## config.mk

```make
export PLATFORM = sky130hd
export DESIGN_NAME = dmem_port_arbiter
export DESIGN_NICKNAME = d
export VERILOG_FILES = /design/src/rtl/dmem_port_arbiter.sv
export SDC_FILE = /design/constraint.sdc
export NUM_CORES = 1
export LEC_CHECK = 0
export CAP_MARGIN = 10
export CORE_AREA = 2 2 92 94
export DETAILED_ROUTE_END_ITERATION = 7
export DIE_AREA = 0 0 94 96
export DONT_BUFFER_PORTS = 1
export PLACE_DENSITY = 0.31
export SKIP_LAST_GASP = 1
export SLEW_MARGIN = 0
export SYNTH_ARGS = -nofsm -noshare
export SYNTH_HDL_FRONTEND = slang
export SYNTH_SLANG_ARGS = --single-unit
```

## constraint.sdc

```tcl
create_clock -name clk -period 2.25 [get_ports clk]
set_input_delay 0.45 -clock clk [delete_from_list [all_inputs] [get_ports clk]]
set_output_delay 0.45 -clock clk [all_outputs]
set_load 0.02 [all_outputs]
```

## src/rtl/dmem_port_arbiter.sv

```systemverilog
// Data-memory port arbiter: CPU memory stage vs. secondary (DMA/debug) port.
// Define DMEM_ARB_RR_EN for strict round-robin instead of CPU priority.
module dmem_port_arbiter #(
    parameter int DATA_W       = 32,
    parameter int ADDR_W       = 11,
    parameter int MEM_LAT      = 1,
    parameter int STARVE_LIMIT = 4
) (
    input  logic              clk,
    input  logic              reset,
    input  logic              cpu_req,
    input  logic              cpu_we,
    input  logic [ADDR_W-1:0] cpu_addr,
    input  logic [DATA_W-1:0] cpu_wdata,
    output logic              cpu_gnt,
    output logic              cpu_rvalid,
    output logic [DATA_W-1:0] cpu_rdata,
    input  logic              dma_req,
    input  logic              dma_we,
    input  logic [ADDR_W-1:0] dma_addr,
    input  logic [DATA_W-1:0] dma_wdata,
    output logic              dma_gnt,
    output logic              dma_rvalid,
    output logic [DATA_W-1:0] dma_rdata,
    output logic              mem_en,
    output logic              mem_we,
    output logic [ADDR_W-1:0] mem_addr,
    output logic [DATA_W-1:0] mem_wdata,
    input  logic [DATA_W-1:0] mem_rdata
);

    // Read tracking pipeline: bit k is stage k; owner bit 1 = DMA.
    logic [MEM_LAT-1:0] vld_q, vld_d;
    logic [MEM_LAT-1:0] own_q, own_d;
    logic               rd_issue;

`ifdef DMEM_ARB_RR_EN
    // Last-owner bit: 1 = DMA was granted last. Resets to DMA so CPU wins first.
    logic last_q, last_d;

    // Round-robin grant; on contention the port not served last wins.
    always_comb begin
        cpu_gnt = 1'b0;
        dma_gnt = 1'b0;
        if (!reset) begin
            if (cpu_req && dma_req) begin
                cpu_gnt = last_q;
                dma_gnt = ~last_q;
            end else begin
                cpu_gnt = cpu_req;
                dma_gnt = dma_req;
            end
        end
    end

    // Remember who was served last; idle cycles keep the previous owner.
    always_comb begin
        last_d = last_q;
        if (cpu_gnt) begin
            last_d = 1'b0;
        end else if (dma_gnt) begin
            last_d = 1'b1;
        end
    end

    // Last-owner register.
    always_ff @(posedge clk or posedge reset) begin
        if (reset) begin
            last_q <= 1'b1;
        end else begin
            last_q <= last_d;
        end
    end
`else
    localparam logic [3:0] LIMIT = 4'(STARVE_LIMIT);

    logic [3:0] starve_q, starve_d;

    // CPU priority, except a DMA request that has waited LIMIT cycles.
    always_comb begin
        cpu_gnt = 1'b0;
        dma_gnt = 1'b0;
        if (!reset) begin
            if (dma_req && (starve_q == LIMIT)) begin
                dma_gnt = 1'b1;
            end else if (cpu_req) begin
                cpu_gnt = 1'b1;
            end else if (dma_req) begin
                dma_gnt = 1'b1;
            end
        end
    end

    // Count consecutive denied DMA cycles, saturating at LIMIT.
    always_comb begin
        starve_d = 4'd0;
        if (dma_req && !dma_gnt) begin
            starve_d = (starve_q == LIMIT) ? LIMIT : starve_q + 4'd1;
        end
    end

    // Starvation counter register.
    always_ff @(posedge clk or posedge reset) begin
        if (reset) begin
            starve_q <= 4'd0;
        end else begin
            starve_q <= starve_d;
        end
    end
`endif

    // Steer the granted port onto the memory bus; quiet bus when idle.
    always_comb begin
        mem_en    = cpu_gnt | dma_gnt;
        mem_we    = 1'b0;
        mem_addr  = '0;
        mem_wdata = '0;
        if (cpu_gnt) begin
            mem_we    = cpu_we;
            mem_addr  = cpu_addr;
            mem_wdata = cpu_wdata;
        end else if (dma_gnt) begin
            mem_we    = dma_we;
            mem_addr  = dma_addr;
            mem_wdata = dma_wdata;
        end
    end

    assign rd_issue = mem_en & ~mem_we;

    // Shift issued reads toward the last stage; truncation drops the retiring stage.
    always_comb begin
        vld_d = MEM_LAT'({vld_q, rd_issue});
        own_d = MEM_LAT'({own_q, dma_gnt});
    end

    // Tracking stages; reset drops in-flight reads.
    always_ff @(posedge clk or posedge reset) begin
        if (reset) begin
            vld_q <= '0;
            own_q <= '0;
        end else begin
            vld_q <= vld_d;
            own_q <= own_d;
        end
    end

    assign cpu_rvalid = vld_q[MEM_LAT-1] & ~own_q[MEM_LAT-1];
    assign dma_rvalid = vld_q[MEM_LAT-1] &  own_q[MEM_LAT-1];
    assign cpu_rdata  = mem_rdata;
    assign dma_rdata  = mem_rdata;

endmodule

```

==> results.txt <==
Final ANT Viol Nets: 0
R2R cell count: 8
CTS tree: done
outcome: finished clean
Port Buf Inserts: 0
vias in the first global route: 939
Worst setup SP type: flop
maximum VDD drop: 0.151 mV
simple logic cell fraction of the synthesized area: 0.0574
Core Area: 8050 um2
starting density of the core: 0.160
Placer Congestion: 0.583
Worst Setup SP: starve_q[0]
Arr. time, crit path: 1.80 ns
Site Rows: 33
Tightest Pin Transition: 0.413 ns
worst clock skew: 0.00285 ns
max_slew headroom: 0.724
drc violations: 0
largest net degree at the start of global routing: 26
Power Dens Cells: 396 nW/um2
Num CTS Buffers: 3
Achievable Freq: 0.445 GHz
synthesized area per cell: 8.57 um2
die extent in x: 94 um
worst reg2reg endpoint: vld_q
first-pass GRT wire length: 5630 um
fin crit period: 2.25 ns
final setup TNS: 0 ns
Area Growth Syn to Fin: 16.2%
Synth top area share: 0.397
net count after synthesis: 276
Pre-Repair DR Iteration Count: 4
# clock sinks: 6
Fin Hold WS: 0.0565 ns
finished layout cell area: 1490 um2
reg-to-reg slack, setup: 0.63 ns
Congestion Overflow GR: 0
Nets: 232
post-synthesis register bit count: 6
diode count: 0
Ports: 237
Reg clk slew, reported paths: 0.04 ns
layout cells sized above 1: 0.702
crit path capture: mem_wdata[16]
Leak: 0.650 nW
Compound-Gate Fraction of Synth Area: 0.348
DP Wirelength: 3400 um
XOR/XNOR Fraction of Synth Area: 0.00682
Setup CP Type: flop to primary output
critical path required time: 1.80 ns
Seq/Total Area, Yosys: 0.117
CP max FO: 11
crit end category: primary output
initial antenna violation count: 0
Die H: 96 um
final core utilization: 0.185
ratio of final minimum period to clock period: 1.00
placed cell area: 923 um2
via count: 939
Unique masters post-synth: 21
DRT Wirelength: 5420 um
largest cells by area after synthesis: buf_4 40%, a22o_1 30%, dfrtp_1 12%
drt via density: 4.49
Reg area: 150 um2
Hold Crit Class: primary input to async pin
Hold Vio Cnt, Final: 0
pins over their slew limit: 0
footprint of the multi-input gates: 786 um2
All-Layer GR Usage: 0.0867
clock buffer depth: 2
Avg WL per Cell: 25.9 um
Ys Warns: 0
Synth Area in Adders: 0.0195
# Max-Cap Violations: 0
CTS H-tree lvls: 1
main combinational cell family by area after synthesis: buffers and inverters
mux contribution to synthesized area: 0.00779
hold_buf cts: 0
Filler cells: 870
cell count after synthesis: 150
die area: 9020 um2
initial DRC count: 22
Yosys top cell by area: buf_4
unrepaired setup endpoints after global routing: yes
clk_lat worst skew: 0.22 ns
R2R Path Start: starve_q[0]
root buffer cell: clkbuf_8
Post-Synthesis Cell Area: 1280 um2
final setup fails: 0
## timing repair
action	in CTS	in global routing
endpoints found under the setup margin	44	3
buffers inserted	5	6
gates resized for setup	61	1
cloned	3	4
endpoints found under the hold margin	0	0
pin swaps	3	3
## flip-flops by register name, summed over array words and instances, names as in the netlist
name,cells
starve_q,4
own_q,1
vld_q,1
## worst max-delay path, stage by stage, from the launching register on
cell and delay, ns:
dfrtp_1 0.37, inv_2 0.05, ha_4 0.16, and3b_4 0.19
a21oi_4 0.26, buf_12 0.16, clkbuf_16 0.15, a22o_2 0.23
## area by class of cell
cell class | count | share of cell area
inverter | 4 | 0.0101
sequential | 6 | 0.101
timing repair buffer | 23 | 0.247
clock buffer | 3 | 0.0277
tap | 105 | 0.0880
multi-input combinational | 68 | 0.526
## through the flow
stage               power [mW]  std cells  setup slack [ns]
floorplan                0.457        150             0.260
global placement         0.312        188             0.246
detailed placement       0.317        188             0.171
CTS                      0.560        199            0.0651
global route             0.620        209           -0.0495
finish                   0.591        209          0.000305
## power breakdown
group          internal [mW]  total, mW  switching (mW)
Combinational          0.145      0.313           0.167
Clock                  0.115      0.158          0.0437
Sequential             0.115      0.119         0.00495
Total                  0.375      0.591           0.216
## cell usage after synthesis
| cell type | number |
|---|---|
| buf_4 | 68 |
| a22o_1 | 44 |
| dfrtp_1 | 6 |
| buf_6 | 4 |
| inv_1 | 4 |
| nor2_1 | 4 |
| o21ai_0 | 3 |
| a21oi_4 | 2 |
| ha_1 | 2 |
| nand2b_1 | 2 |
| a21oi_1 | 1 |
| a221oi_1 | 1 |
| and2_1 | 1 |
| and3b_4 | 1 |
| mux2i_1 | 1 |
| nand2_1 | 1 |
| nand3_1 | 1 |
| nand3b_1 | 1 |
| nor2b_1 | 1 |
| nor3_1 | 1 |
| xor2_1 | 1 |
## routing by layer
metal  part of all wire  routed length, um  track usage
met1               0.31               1670       0.0809
met2               0.58               3120        0.167
met3              0.094                507       0.0384
met4              0.022                119       0.0302
met5                  0                  0            0
## worst min-delay path by stage
stage | endpoint | slack, ns
2_1_floorplan | own_q | 0.25
3_3_place_gp | starve_q[0] | 0.28
3_5_place_dp | starve_q[3] | 0.30
4_1_cts | starve_q[3] | 0.06
5_1_grt | starve_q[3] | 0.06
6_report | starve_q[3] | 0.06
## cells in the final DEF, fill, tap and decap left out, drive strengths merged, types with 2 or more instances in the layout
master | netlist | layout
inv | 4 | 4
dfrtp | 6 | 6
a21oi | 3 | 3
ha | 2 | 2
nand2b | 2 | 2
o21ai | 3 | 3
a22o | 44 | 44
clkbuf | 0 | 7
nor2 | 4 | 4
buf | 72 | 19
## kinds of logic after synthesis
logic type / count (synthesis)
AO/OA/AOI/OAI: 51
AND/OR/NAND/NOR: 13
buffers and inverters: 76
XOR/XNOR: 1
flip-flops: 6
adder cells (fa/ha/maj): 2
multiplexers: 1
No activity file was read; power rests on OpenSTA's default activity.
